### src/rtl/renkon_ctrl_linebuf_pkg.sv
// Shared constants, FSM state type and kernel-size clamp
// for the renkon line-buffer controller.
package renkon_ctrl_linebuf_pkg;

  localparam int FSIZE    = 5;
  localparam int MAXWIDTH = 256;
  localparam int LWIDTH   = 9;
  localparam int AW       = $clog2(MAXWIDTH);
  localparam int SW       = $clog2(FSIZE);

  typedef enum logic [1:0] {IDLE, RUN, DONE} state_e;

  // A kernel side of 0 means 1; anything above the line count saturates.
  function automatic logic [SW-1:0] clampFil(input logic [3:0] f);
    if (f == 4'd0) return SW'(1);
    if (f > 4'(FSIZE)) return SW'(FSIZE);
    return f[SW-1:0];
  endfunction

endpackage

### src/rtl/renkon_ctrl_linebuf_ring.sv
// Modulo-M ring counter selecting the line memory currently being written.
// nxt_o is the successor value, also used for the oldest-row index.
module renkon_ring_counter #(
  parameter int W = 3
) (
  input  logic         clk,
  input  logic         rst,
  input  logic         clear_i,
  input  logic         adv_i,
  input  logic [W-1:0] mod_i,
  output logic [W-1:0] cnt_o,
  output logic [W-1:0] nxt_o
);

  logic [W-1:0] cnt_q;
  logic [W-1:0] inc;

  assign inc   = cnt_q + W'(1);
  assign nxt_o = (inc >= mod_i) ? '0 : inc;
  assign cnt_o = cnt_q;

  always_ff @(posedge clk or posedge rst) begin
    if (rst) begin
      cnt_q <= '0;
    end else if (clear_i) begin
      cnt_q <= '0;
    end else if (adv_i) begin
      cnt_q <= nxt_o;
    end
  end

endmodule

### src/rtl/renkon_ctrl_linebuf.sv
// Line-buffer controller: counts pixels of an NxN image, steers writes into
// a ring of line memories and flags when a full FxF window is available.
module renkon_ctrl_linebuf
  import renkon_ctrl_linebuf_pkg::*;
(
  input  logic              clk,
  input  logic              rst,
  input  logic              req_i,
  input  logic [LWIDTH-1:0] img_size_i,
  input  logic [3:0]        fil_size_i,
  input  logic              in_valid_i,
  output logic              ack_o,
  output logic [FSIZE-1:0]  buf_we_o,
  output logic [AW-1:0]     buf_addr_o,
  output logic              out_valid_o,
  output logic [SW-1:0]     out_rsel_o,
  output logic              out_last_o,
  output logic              done_o
);

  state_e            state_q, state_d;
  logic [LWIDTH-1:0] n_q, n_d;
  logic [SW-1:0]     f_q, f_d;
  logic [AW-1:0]     row_q, row_d, col_q, col_d;
  logic              valid_q, valid_d, last_q, last_d;
  logic [SW-1:0]     rsel_q, rsel_d;

  logic              start, take, colEnd, rowEnd, win;
  logic [LWIDTH-1:0] nm1;
  logic [AW-1:0]     fm1;
  logic [SW-1:0]     wsel, wselNxt;

  assign take   = (state_q == RUN) && in_valid_i;
  assign nm1    = n_q - LWIDTH'(1);
  assign fm1    = AW'(f_q) - AW'(1);
  assign colEnd = (LWIDTH'(col_q) == nm1);
  assign rowEnd = (LWIDTH'(row_q) == nm1);
  assign win    = (row_q >= fm1) && (col_q >= fm1);

  renkon_ring_counter #(.W(SW)) u_wsel (
    .clk     (clk),
    .rst     (rst),
    .clear_i (start),
    .adv_i   (take && colEnd),
    .mod_i   (f_q),
    .cnt_o   (wsel),
    .nxt_o   (wselNxt)
  );

  always_comb begin
    state_d = state_q;
    n_d     = n_q;
    f_d     = f_q;
    row_d   = row_q;
    col_d   = col_q;
    valid_d = 1'b0;
    last_d  = 1'b0;
    rsel_d  = rsel_q;
    start   = 1'b0;
    case (state_q)
      IDLE: begin
        if (req_i) begin
          state_d = RUN;
          n_d     = img_size_i;
          f_d     = clampFil(fil_size_i);
          row_d   = '0;
          col_d   = '0;
          start   = 1'b1;
        end
      end
      RUN: begin
        if (in_valid_i) begin
          // Window decision uses the counters before this pixel advances them.
          valid_d = win;
          last_d  = win && colEnd && rowEnd;
          rsel_d  = wselNxt;
          if (colEnd) begin
            col_d = '0;
            row_d = row_q + AW'(1);
            if (rowEnd) state_d = DONE;
          end else begin
            col_d = col_q + AW'(1);
          end
        end
      end
      DONE:    state_d = IDLE;
      default: state_d = IDLE;
    endcase
  end

  always_ff @(posedge clk or posedge rst) begin
    if (rst) begin
      state_q <= IDLE;
      n_q     <= '0;
      f_q     <= '0;
      row_q   <= '0;
      col_q   <= '0;
      valid_q <= 1'b0;
      last_q  <= 1'b0;
      rsel_q  <= '0;
    end else begin
      state_q <= state_d;
      n_q     <= n_d;
      f_q     <= f_d;
      row_q   <= row_d;
      col_q   <= col_d;
      valid_q <= valid_d;
      last_q  <= last_d;
      rsel_q  <= rsel_d;
    end
  end

  assign ack_o       = (state_q == IDLE);
  assign done_o      = (state_q == DONE);
  assign buf_we_o    = take ? (FSIZE'(1) << wsel) : '0;
  assign buf_addr_o  = col_q;
  assign out_valid_o = valid_q;
  assign out_last_o  = last_q;
  assign out_rsel_o  = rsel_q;

endmodule

### config.mk
export PLATFORM = sky130hd
export DESIGN_NAME = renkon_ctrl_linebuf
export DESIGN_NICKNAME = d
export VERILOG_FILES = /design/src/rtl/renkon_ctrl_linebuf_pkg.sv /design/src/rtl/renkon_ctrl_linebuf_ring.sv /design/src/rtl/renkon_ctrl_linebuf.sv
export SDC_FILE = /design/constraint.sdc
export NUM_CORES = 1
export LEC_CHECK = 0
export ABC_AREA = 0
export CORE_ASPECT_RATIO = 0.75
export CORE_MARGIN = 10
export CORE_UTILIZATION = 45
export DETAILED_ROUTE_END_ITERATION = 12
export DONT_BUFFER_PORTS = 1
export PLACE_DENSITY = 0.72
export SLEW_MARGIN = 0
export SYNTH_ARGS = -nofsm -noshare
export SYNTH_HDL_FRONTEND = slang
export SYNTH_HIERARCHICAL = 1
export SYNTH_SLANG_ARGS = --single-unit
### constraint.sdc
create_clock -name clk -period 2.6 [get_ports clk]
set_clock_uncertainty 0.05 [all_clocks]
set_input_delay 0.52 -clock clk [delete_from_list [all_inputs] [get_ports clk]]
set_output_delay 0.52 -clock clk [all_outputs]
set_load 0.05 [all_outputs]
; ---- After elaboration in Yosys (flattened, before gate mapping)
; Index checks and enable logic that the tools add are counted.
[totals]
regBits = 38
in_bits = 17
elab_cells = 74
output_inout_bits = 20
[op_classes]
shifts = 1
n_eq_ne = 8
magnitude_cmp = 4
n_addsub = 5
mux = 33
reduce_logical = 14
[op_table]
columns = cell, n
row1 = two-way mux 8 bit, 5
row2 = case mux 8 bit (2 select lines), 2
row3 = two-way mux 3 bit, 7
row4 = == test 8 x 9 -> 1 bit, 2
row5 = adder 8 x 1 -> 8 bit (second input constant), 2
row6 = >= comparator 8 bit, 2
row7 = two-way mux 1 bit, 13
row8 = subtractor 9 x 1 -> 9 bit (second input constant), 1
row9 = two-way mux 2 bit, 4
row10 = != test 2 bit (second input constant), 4
row11 = AND reduction 4 bit, 2
row12 = logical AND 1 bit, 5
row13 = two-way mux 5 bit, 1
row14 = left shift 1 x 3 -> 5 bit (first input constant), 1
row15 = > comparator 4 x 3 -> 1 bit (second input constant), 1
row16 = logical NOT 4 bit, 1
row17 = case mux 2 bit (2 select lines), 1
row18 = AND reduction 2 bit, 2
row19 = nonzero test 2 bit, 2
row20 = subtractor 3 x 1 -> 4 bit (second input constant), 1
row21 = adder 3 x 1 -> 3 bit (second input constant), 1
row22 = >= comparator 3 bit, 1
row23 = AND reduction 3 bit, 1
row24 = == test 2 x 1 -> 1 bit (second input constant), 1
row25 = other kinds (2), 2

; ---- Depth between registers and ports, before layout
; Gate-level depths: netlist (run 1).
[logic_depth]
word_depth = 9
ltp_mapped = 9
ltp_nobuf = 9

; ---- By module
; The synthesis (run 1) kept the hierarchy.
[modules_own_cells]
columns = mod, area_each_um2, seq_area_each_um2, n_inst, cells_each
row1 = renkon_ctrl_linebuf, 2555.0, 875.8, 1, 288
row2 = renkon_ring_counter, 259.0, 75.1, 1, 29

; ---- Least setup slack after synthesis (run 1)
; Ideal clock, no wire load.
[synth_path]
path_type = flip-flop to output port
from = register state_q[0]
to = output port buf_we_o[4]
arrival_ps = 2570
path_stages_with_launch = 6
setup_slack_ps = -540
required_time_ps = 2030
n_path_buf = 1
cell_sequence = dfrtp_1 > inv_1 > nor2_1 > nand2_1 > clkbuf_1 > nor4b_1
[synth_between]
elab_chain_len = 3
[synth_rtl]
columns = element, line
row1 = "start, declared", renkon_ctrl_linebuf.sv:21  ; state_e state_q, state_d;
row2 = "start signal, assigned", renkon_ctrl_linebuf.sv:102  ; state_q <= state_d;
row3 = == test 2 x 1 -> 1 bit, renkon_ctrl_linebuf.sv:33  ; assign take = (state_q == RUN) && in_valid_i;
row4 = logical AND 1 bit, renkon_ctrl_linebuf.sv:33
row5 = two-way mux 5 bit, renkon_ctrl_linebuf.sv:115  ; assign buf_we_o = take ? (FSIZE'(1) << wsel) : '0;
row6 = "end, declared", renkon_ctrl_linebuf.sv:13  ; output logic [FSIZE-1:0] buf_we_o,
; No other way between the ends.

; ---- Final worst setup path (run 1)
[layout_path]
from = register n_q[0]
to = register row_q[0]
[layout_between]
elab_chain_len = 4
[layout_rtl]
columns = element, line
row1 = "start, declared", renkon_ctrl_linebuf.sv:22  ; logic [LWIDTH-1:0] n_q, n_d;
row2 = "start signal, assigned", renkon_ctrl_linebuf.sv:103  ; n_q <= n_d;
row3 = subtractor 9 x 1 -> 9 bit, renkon_ctrl_linebuf.sv:34  ; assign nm1 = n_q - LWIDTH'(1);
row4 = == test 8 x 9 -> 1 bit, renkon_ctrl_linebuf.sv:36  ; assign colEnd = (LWIDTH'(col_q) == nm1);
row5 = != test 2 bit (no line), n/a
row6 = AND reduction 4 bit (no line), n/a
row7 = "end signal, assigned", renkon_ctrl_linebuf.sv:105  ; row_q <= row_d;
row8 = "end, declared", renkon_ctrl_linebuf.sv:24  ; logic [AW-1:0] row_q, row_d, col_q, col_d;
; No other way between the ends.
; A chain may end at the register's enable or synchronous reset.

==> impl_results.md, run 1 <==
* Outcome: completed
* Setup-failing EPs final at 0
* Vias in the first global route at 2480
* Top FF cell, synth: dfrtp_1
* Mapped Avg Cell Area at between 8 and 9 um2
* Clk sinks at 38
* Cells after Synth at roughly 320
* Root buffer selected by CTS: clkbuf_8
* Initial core utilization at 0.473
* Max clock buf depth at 2
* Worst Path Class, Setup: register to register
* Port buffer count at 0
* Fin crit share at 0.981
* Synth Area in Adders at 0.105
* FF-to-FF setup slack at between 0.04 and 0.05 ns
* Critical-path top delay cell: or4_4
* Async S/R FF share, synth at 1.00
* Fmax at a little under 0.4 GHz
* Clock slew at reported path FFs at ~0.080 ns
* Crit-path leading delay family: simple AND/OR/NAND/NOR gates
* Chip height at 88.5 um
* DR vias at around 2500
* Gpl congestion at between 0.9 and 1
* Tmin final at between 2 and 3 ns
* Maximum VDD drop at 0.000305 V
* Detailed placer's ending HPWL at just under 6000 um
* Commonest cells post-synth: nand2_1 (57), dfrtp_1 (38), ha_1 (22)
* Main combinational cell family by area after synthesis: simple AND/OR/NAND/NOR gates
* Fin nets at about 400
* Initial drt markers at around 250
* First-pass GRT wire length at between 10000 and 15000 um
* Max-slew headroom at 0.641
* Clk_lat worst skew at ~0.3 ns
* Crit path cell chain: buf_4 -> or3_4 -> xnor2_1 -> nor4_2 -> o211ai_2 -> buf_6 -> or4_4 -> a211oi_2
* H-tree depth at 2
* Lkg Pwr at around 1.5 nW
* Placed Area at about 3200 um2
* Overall Global Routing Usage at 0.158
* Final Instance Area at between 3000 and 4000 um2
* Pin count of the biggest net entering global routing at 36
* Synth Area in Compound Gates at 0.158
* Critical Path AT at 2.72 ns
* Full die area at about 9800 um2
* Critical path's largest stage delay at approximately 0.42 ns
* Setup tns final at 0 ns
* Warning count from the yosys run at 6
* Post-synth EDFFs at 0
* Synth unique cells at 62
* Die W at 111 um
* CTS tree: done
* Synthesized area at 2810 um2
* Drt pass-1 iters at 5
* Area share of the largest cell type after synthesis at 0.338
* Total core area at 5950 um2
* Worst-Margin Slew at about 0.53 ns
* Via density per instance at between 5 and 6
* Syn-to-layout area delta at 21.3%
* RSZ-0062 raised after global routing: true
* Cell taking the most area after synthesis: dfrtp_1
* # diodes at 0
* Filler cells at 506
* Multiplexer share of the synthesized area at 0.0107
* Ports at 37
* Register bit total from synthesis at 38
* HP Class: input port to asynchronous set/reset pin
* Post-Synth Simple-Gate Area at 0.263
* CTS Buf Count at 5
* Worst Setup End Kind: register
* Most common cell in the netlist: nand2_1
* Final Hold Viols at 0
* FP Rows at 24
* Fraction of layout cells with a size suffix above 1 at 0.253
* Synth Net Count at ~360
* Routed len/inst at roughly 18 um
* DR DRC count at 0
* Sequential share of the synthesized area at 0.338
* Synth area leaders: dfrtp_1 (34%), ha_1 (9.8%), nand2_1 (7.6%), xnor2_1 (4.4%), o21ai_0 (2.5%)
* MaxCap Viol Count at 0
* Power per cell area at 859 nW/um2
* XOR/XNOR share of the synthesized area at 0.0823
* Antenna-violating nets left at 0
* Worst-path fanout max at 7
* Worst Path Buf+Inv at 2
* Worst EP required at ~2.8 ns
* Final WL at 7790 um
* Initial antenna violation count at 0
* Crit start category: register
* Total grt overflow at 0
* Slew Limit Fails at 0
worst reg2reg max path, cell delays in order, from the launching register on:
cell	delay [ns]
dfrtp_1	0.39
buf_4	0.16
or3_4	0.41
xnor2_1	0.16
nor4_2	0.34
o211ai_2	0.19
buf_6	0.18
or4_4	0.42
a211oi_2	0.18
per-layer routing:
metal | GRT usage | part of all wire
met1 | 0.211 | 0.45
met2 | 0.238 | 0.42
met3 | 0.0507 | 0.11
met4 | 0.0536 | 0.011
met5 | 0 | 0
through the flow:
stage                     std cells  hold WS (ns)  utilization  worst slack, ns  total power, W
after floorplan                 317         0.224            -           -0.523         0.00191
after global placement          422         0.231        0.534           0.0611         0.00232
after detailed placement        422         0.236        0.534          -0.0840         0.00237
after CTS                       431         0.175        0.553         0.000316         0.00283
after global routing            437         0.198        0.574          -0.0329         0.00313
final                           437         0.168        0.574           0.0481         0.00293
repair_timing:
item	4_1_cts	5_1_grt
cloned	0	0
buffers inserted	0	6
gates resized for setup	3	17
endpoints found under the setup margin	9	20
hold endpoints to repair	3	0
hold buffers	1	0
pin swaps	0	8
report_power, final:
part           internal [W]  leakage, nW  total (W)  switching, W
Sequential         0.000704        0.493   0.000912      0.000208
Combinational      0.000686        0.995    0.00159      0.000901
Clock              0.000214       0.0482   0.000432      0.000217
flip-flops by register name, summed over array words and instances, names as in the netlist:
signal	count
row_q	8
f_q	3
buf_addr_o	8
out_rsel_o	3
u_wsel/cnt_o	3
out_last_o	1
n_q	9
state_q	2
out_valid_o	1
layout by cell type, fill, tap and decap left out, types with 2 or more instances in the layout:
master     Yosys  final
o311ai_1       5      4
nor4b_2        0      4
xnor2_1       14     14
clkbuf_8       0      6
nand3_1        8      8
nor2b_1        3      3
nor2_1        13     13
a211oi_2       1      2
dfrtp_1       38     37
nand2_1       57     57
o21ai_0       14     14
a21oi_1        7      6
a32o_1         2      2
buf_4          1     45
o22ai_1        2      2
nor4_1         9      5
nor4_2         1      4
maj3_1         2      2
o31ai_1        6      5
o2111ai_1      2      2
nand4_1        3      3
a21o_1         4      4
a21oi_2        1      2
nor4_4         1      2
ha_1          22     21
or4_4          2      4
nor3b_2        1      2
mux2i_1        3      3
inv_1         15     15
o211ai_1       2      2
and2_1         2      2
nand2b_1      11     11
nor3_1         7      6
o21ai_1        3      2
xor2_1         8      8
or2_2          3      3
or3_4          0      2
cell families after synthesis:
| kind of cell | after synthesis |
|---|---|
| muxes | 3 |
| and+or+nand+nor | 139 |
| AOI/OAI and AO/OA | 61 |
| adders and majority gates | 24 |
| xor gates and xnor gates | 24 |
| DFF | 38 |
| buffers and inverters | 28 |
worst paths after layout:
check,start,endpoint,cells after the start
min in group clk,img_size_i[3],n_q[3],2
max in group asynchronous,rst,u_wsel/cnt_o[0],2
worst min register to register,n_q[1],n_q[1],2
worst max-delay path,n_q[0],row_q[0],8
worst max register to register,n_q[0],row_q[0],8
worst min-delay path,rst,f_q[1],2
final cells by class:
class | count | area, um2 | area share
well taps | 78 | 97.6 | 0.0286
clock inverters | 1 | 5.00 | 0.00147
repair buffers | 47 | 359 | 0.105
flip-flops and latches | 38 | 952 | 0.279
multi-input cells | 251 | 1860 | 0.544
clock buffers | 7 | 86.3 | 0.0253
inverters | 15 | 56.3 | 0.0165
No activity file was read; power rests on OpenSTA's default activity.
==> inputs of run 2 (changes only) <==
CELL_PAD_IN_SITES_DETAIL_PLACEMENT = 0   (was unset)
CELL_PAD_IN_SITES_GLOBAL_PLACEMENT = 1   (was unset)
PLACE_DENSITY = 0.85   (was 0.72)
SKIP_CTS_REPAIR_TIMING = 1   (was unset)
clock period = 2.9 ns   (was 2.6 ns; I/O delays follow)
==> run 2 against run 1 <==
Critical path depth shrank 1. Highest routed layer unchanged. Global-route usage down 0.42 points. Critical endpoint unchanged. Routed wire length decreased by 4.0%. Largest power group unchanged.
==> impl_results.md, run 2 (synthesized netlist as in run 1, its figures left out) <==
* Outcome: completed
* Root buffer selected by CTS: clkbuf_8
* Port buffer count at 0 (unchanged)
* Chip height at 88.5 um (unchanged)
* H-tree depth at 2 (unchanged)
* Drt pass-1 iters at 4 (-1)
* Fin crit share at 0.940 (-0.0417)
* Clock slew at reported path FFs at 0.07 ns (about the same)
* Full die area at 9850 um2 (unchanged)
* Crit start category: register
* DR vias at 2391 (-5.6%)
* First-pass GRT wire length at 12400 um (-2.7%)
* Maximum VDD drop at 0.000231 V (-24%)
* Fraction of layout cells with a size suffix above 1 at 0.160 (-0.0937)
* RSZ-0062 raised after global routing: false
* Lkg Pwr at 1.41 nW (-8.0%)
* Final WS setup at 0.175 ns (+0.126 ns)
* Final Hold Viols at 0 (unchanged)
* Setup-failing EPs final at 0 (unchanged)
* HP Class: input port to asynchronous set/reset pin
* Worst Path Class, Setup: register to register
* Tmin final at 2.73 ns (+0.174 ns)
* FP Rows at 24 (unchanged)
* Crit path capture: row_q[0]
* Routed len/inst at 18.0 um (+0.85%)
* Initial drt markers at 151 (-40%)
* Worst-path fanout max at 10 (+3)
* Initial core utilization at 0.473 (unchanged)
* Initial antenna violation count at 0 (unchanged)
* Clk sinks at 38 (unchanged)
* FF-to-FF setup slack at 0.17 ns (+0.13 ns)
* CTS tree: done
* Clk_lat worst skew at 0.30 ns (about the same)
* Setup WS pre-CTS at 0.119 ns (+0.203 ns)
* DR DRC count at 0 (unchanged)
* R2R depth at 7 (-1)
* Final Power at 0.00239 W (-19%)
* Hold slack final at 0.177 ns (+0.00930 ns)
* # diodes at 0 (unchanged)
* Fmax at 0.367 GHz (-6.4%)
* Commonest cells after routing, fill and taps aside: nand2_1 (57), dfrtp_1 (38), buf_4 (25)
* Final WL at 7480 um (-4.0%)
* Launch point of the worst reg-to-reg path: n_q[3]
* Ports at 37 (unchanged)
* Pin count of the biggest net entering global routing at 24 (-33%)
* MaxCap Viol Count at 0 (unchanged)
* Worst EP required at 3.06 ns (+0.29 ns)
* Critical Path Start: n_q[3]
* Gpl congestion at 0.917 (-1.5%)
* Total grt overflow at 0 (unchanged)
* Largest register FFs at 9 (unchanged)
* Most common cell after layout, fill and taps aside: nand2_1
* Die W at 111 um (unchanged)
* Worst-Margin Slew at 0.581 ns (+0.0473 ns)
* Slew Limit Fails at 0 (unchanged)
* Worst Setup End Kind: register
* Setup tns final at 0 ns (unchanged)
* Reg-to-reg critical path endpoint: row_q[0]
* Via density per instance at 5.75 (-0.80%)
* Total core area at 5950 um2 (unchanged)
* CTS Buf Count at 5 (unchanged)
* Max-slew headroom at 0.612 (-0.0287)
* Critical Path AT at 2.89 ns (+0.17 ns)
* Detailed placer's ending HPWL at 5810 um (-1.8%)
* Vias in the first global route at 2370 (-4.4%)
* Reg with most FFs: n_q
* Max clock buf depth at 2 (unchanged)
* Power per cell area at 754 nW/um2 (-12%)
* Overall Global Routing Usage at 0.154 (-0.00418)
* Fin nets at 376 (-5.3%)
* Antenna-violating nets left at 0 (unchanged)
* Syn-to-layout area delta at 12.5%
run 2: cell types whose count changed in the layout (fill, tap and decap cells not counted), sizes merged:
cell,previous run,this run
buf,46,25
run 2: worst min path at each step:
stage          start         endpoint  slack [ns]  cells past startpoint
2_1_floorplan    rst  u_wsel/cnt_o[0]        0.28                      1
3_3_place_gp     rst  u_wsel/cnt_o[0]        0.29                      1
3_5_place_dp     rst  u_wsel/cnt_o[0]        0.30                      1
4_1_cts          rst  u_wsel/cnt_o[0]       -0.01                      1
5_1_grt          rst       state_q[1]        0.21                      1
6_report         rst       state_q[1]        0.18                      1
run 2: routing by layer:
metal	global-route usage	wire length (um)	part of all wire	vias to the layer above
met4	0.0501	67	0.0090	0
met5	0	0	0	-
li1	-	-	-	1168
met1	0.210	3630	0.49	1149
met2	0.225	3150	0.42	67
met3	0.0500	627	0.084	7
run 2: power by group:
part / internal, W / total (W) / switching (W)
combinational: 0.000473 / 0.00115 / 0.000674
clock: 0.000192 / 0.000384 / 0.000192
sequential: 0.000629 / 0.000856 / 0.000226
run 2: per-stage QoR:
step | util | instance area, um2 | std cells
floorplan | - | 2820 | 317
global placement | 0.515 | 3060 | 407
detailed placement | 0.515 | 3060 | 407
CTS | 0.530 | 3150 | 415
global route | 0.533 | 3170 | 416
finish | 0.533 | 3170 | 416
run 2: cell type report:
cell class / count / area [um2]
timing repair buffer: 26 / 198
clock inverter: 1 / 5.00
inverter: 15 / 56.3
sequential: 38 / 951
clock buffer: 7 / 86.3
tap: 78 / 97.6
fill: 570 / 2780
multi-input combinational: 251 / 1770
run 2: worst max-delay path, stage by stage, from the launching register on:
cell	delay, ns
dfrtp_1	0.54
nor4_4	0.43
nand3b_1	0.15
a2111oi_2	0.43
o211ai_2	0.19
buf_4	0.22
or4_1	0.42
a211oi_2	0.22
==> inputs of run 3 (changes only) <==
PLACE_DENSITY = unset   (was 0.85)
PLACE_DENSITY_LB_ADDON = 0.08   (was unset)
==> run 3 against run 2 <==
Flip-flop and latch count stayed put. Sequential power is 1% lower. Maximum frequency increased by 2.3%. Routed wire length up 2.0%. Global-route usage hardly changed. Largest power group unchanged. Sequential share of layout area decreased by 0.42 points.
==> impl_results.md, run 3 (synthesized netlist as in run 1, its figures left out) <==
* Gpl congestion at 0.894 (-2.5%)
* Final Power at 0.00242 W (+1.3%)
* Sw Pwr at 0.00110 W (+0.92%)
* Worst Path Class, Setup: register to register
* Max clock buf depth at 2 (unchanged)
* FP Rows at 24 (unchanged)
* Lkg Pwr at 1.44 nW (+2.0%)
* Worst Setup End Kind: register
* Routed len/inst at 18.1 um (+0.56%)
* DR DRC count at 0 (unchanged)
* Launch point of the worst reg-to-reg path: n_q[0]
* RSZ-0062 raised after global routing: false
* Ports at 37 (unchanged)
* Critical path's largest stage delay at 0.44 ns (-0.10 ns)
* Reg power frac at 0.350 (-0.008)
* CTS tree: done
* Critical path's most frequent cell: xor2_1
* Total grt overflow at 0 (unchanged)
* Initial core utilization at 0.473 (unchanged)
* Vias in the first global route at 2237 (-5.6%)
* Fmax at 0.375 GHz (+2.3%)
* Top Metal Used: met4
* DR vias at 2393 (+0.084%)
* Die W at 111 um (unchanged)
* Fin crit share at 0.918 (-0.0214)
* Final Hold Viols at 0 (unchanged)
* Slew Limit Fails at 0 (unchanged)
* Clock power frac at 0.160 (about the same)
* Met2 WL at 2980 um (-5.5%)
* Max-slew headroom at 0.649 (+0.0367)
* Outcome: completed
* Commonest cells after routing, fill and taps aside: nand2_1 (57), dfrtp_1 (38), buf_4 (31)
* Syn-to-layout area delta at 14.1%
* Total core area at 5950 um2 (unchanged)
* Worst-Margin Slew at 0.523 ns (-0.0585 ns)
* Chip height at 88.5 um (unchanged)
* Switching power share of the total at 0.456 (-0.00153)
* Antenna-violating nets left at 0 (unchanged)
* Port buffer count at 0 (unchanged)
* Initial drt markers at 171 (+13%)
* Initial antenna violation count at 0 (unchanged)
* WL met3 at 629 um (+0.32%)
* Worst-path fanout max at 10 (unchanged)
* Crit-path leading delay family: simple AND/OR/NAND/NOR gates
* Fraction of layout cells with a size suffix above 1 at 0.174 (+0.0147)
* FF-to-FF setup slack at 0.24 ns (+0.06 ns)
* Root buffer selected by CTS: clkbuf_8
* Full die area at 9850 um2 (unchanged)
* Critical Path AT at 2.83 ns (-0.06 ns)
* Power per cell area at 753 nW/um2 (-0.17%)
* First-pass GRT wire length at 12400 um (about the same)
* Final WL at 7630 um (+2.0%)
* Drt pass-1 iters at 4 (unchanged)
* Fin nets at 382 (+1.6%)
* Crit path cell chain: inv_1 -> ha_1 -> xor2_1 -> xor2_1 -> nor4_1 -> o211ai_2 -> buf_4 -> or4_1 -> a211oi_2
* Logic gate share of total power at 0.490 (+0.009)
* Overall Global Routing Usage at 0.154 (+0.000166)
* # diodes at 0 (unchanged)
* Via density per instance at 5.67 (-1.3%)
* Hold slack final at 0.233 ns (+0.0553 ns)
* HP Class: input port to asynchronous set/reset pin
* Crit start category: register
* Final WS setup at 0.237 ns (+0.0620 ns)
* MaxCap Viol Count at 0 (unchanged)
* Worst EP required at 3.06 ns (about the same)
* Clock slew at reported path FFs at 0.08 ns (about the same)
* Pin count of the biggest net entering global routing at 36 (+50%)
* Reg-to-reg critical path endpoint: row_q[0]
* Maximum VDD drop at 0.000365 V (+58%)
* DP Cell Count at 412 (+1.2%)
* Clk sinks at 38 (unchanged)
* DRT met1 WL at 3940 um (+8.4%)
* Internal cell power at 0.00131 W (+1.5%)
* Setup-failing EPs final at 0 (unchanged)
* Largest register FFs at 9 (unchanged)
* Most common cell after layout, fill and taps aside: nand2_1
* CTS Buf Count at 5 (unchanged)
* Clk_lat worst skew at 0.29 ns (about the same)
* H-tree depth at 2 (unchanged)
* Tmin final at 2.66 ns (-0.0620 ns)
* Setup tns final at 0 ns (unchanged)
* R2R depth at 9 (+2)
* Detailed placer's ending HPWL at 5730 um (-1.3%)
* Reg with most FFs: n_q
* Setup WS pre-CTS at 0.213 ns (+0.0942 ns)
* Levels on crit path at 9 (+2)
* Critical-path top delay cell: dfrtp_1
* Finished Layout Cells at 422 (+1.4%)
* Worst Path Buf+Inv at 2 (+1)
[run 3: cell count changes in the layout (fill, tap and decap cells not counted)]
cell   change
buf_4      +6
[run 3: worst max-delay path by stage]
stage / startpoint / end / slack, ns
3_3_place_gp: n_q[0] / row_q[0] / 0.26
4_1_cts: n_q[0] / row_q[0] / 0.16
5_1_grt: n_q[0] / row_q[0] / 0.07
3_5_place_dp: n_q[0] / row_q[0] / 0.21
2_1_floorplan: state_q[0] / buf_we_o[1] / -0.28
6_report: n_q[0] / row_q[0] / 0.24
[run 3: power groups by stage]
stage	Clock, W	Sequential, W	Combinational [W]
after global placement	0	0.000855	0.00117
after floorplan	0	0.000894	0.000817
after CTS	0.000397	0.000844	0.00118
after detailed placement	0	0.000854	0.00117
after global routing	0.000423	0.000864	0.00131
final	0.000387	0.000845	0.00119
[run 3: stage by stage]
| step | instance area (um2) | utilization |
|---|---|---|
| after floorplan | 2820 | - |
| after global placement | 3100 | 0.521 |
| after detailed placement | 3100 | 0.521 |
| after CTS | 3190 | 0.536 |
| after global routing | 3210 | 0.540 |
| final | 3210 | 0.540 |
[run 3: final cells by class]
cell class                 count  area (um2)
timing repair buffer          32         243
tap                           78        97.6
inverter                      15        56.3
fill                         523        2730
sequential                    38         951
clock inverter                 1        5.00
clock buffer                   7        86.3
multi-input combinational    251        1770
[run 3: worst register-to-register path: stages (launching register included)]
cell	delay (ns)
dfrtp_1	0.44
inv_1	0.09
ha_1	0.26
xor2_1	0.21
xor2_1	0.17
nor4_1	0.33
o211ai_2	0.17
buf_4	0.20
or4_1	0.44
a211oi_2	0.23
[run 3: per-layer routing]
layer / vias up / global-route usage
met5: - / 0
met4: 0 / 0.0384
met3: 9 / 0.0331
met2: 91 / 0.213
met1: 1096 / 0.234
li1: 1197 / -
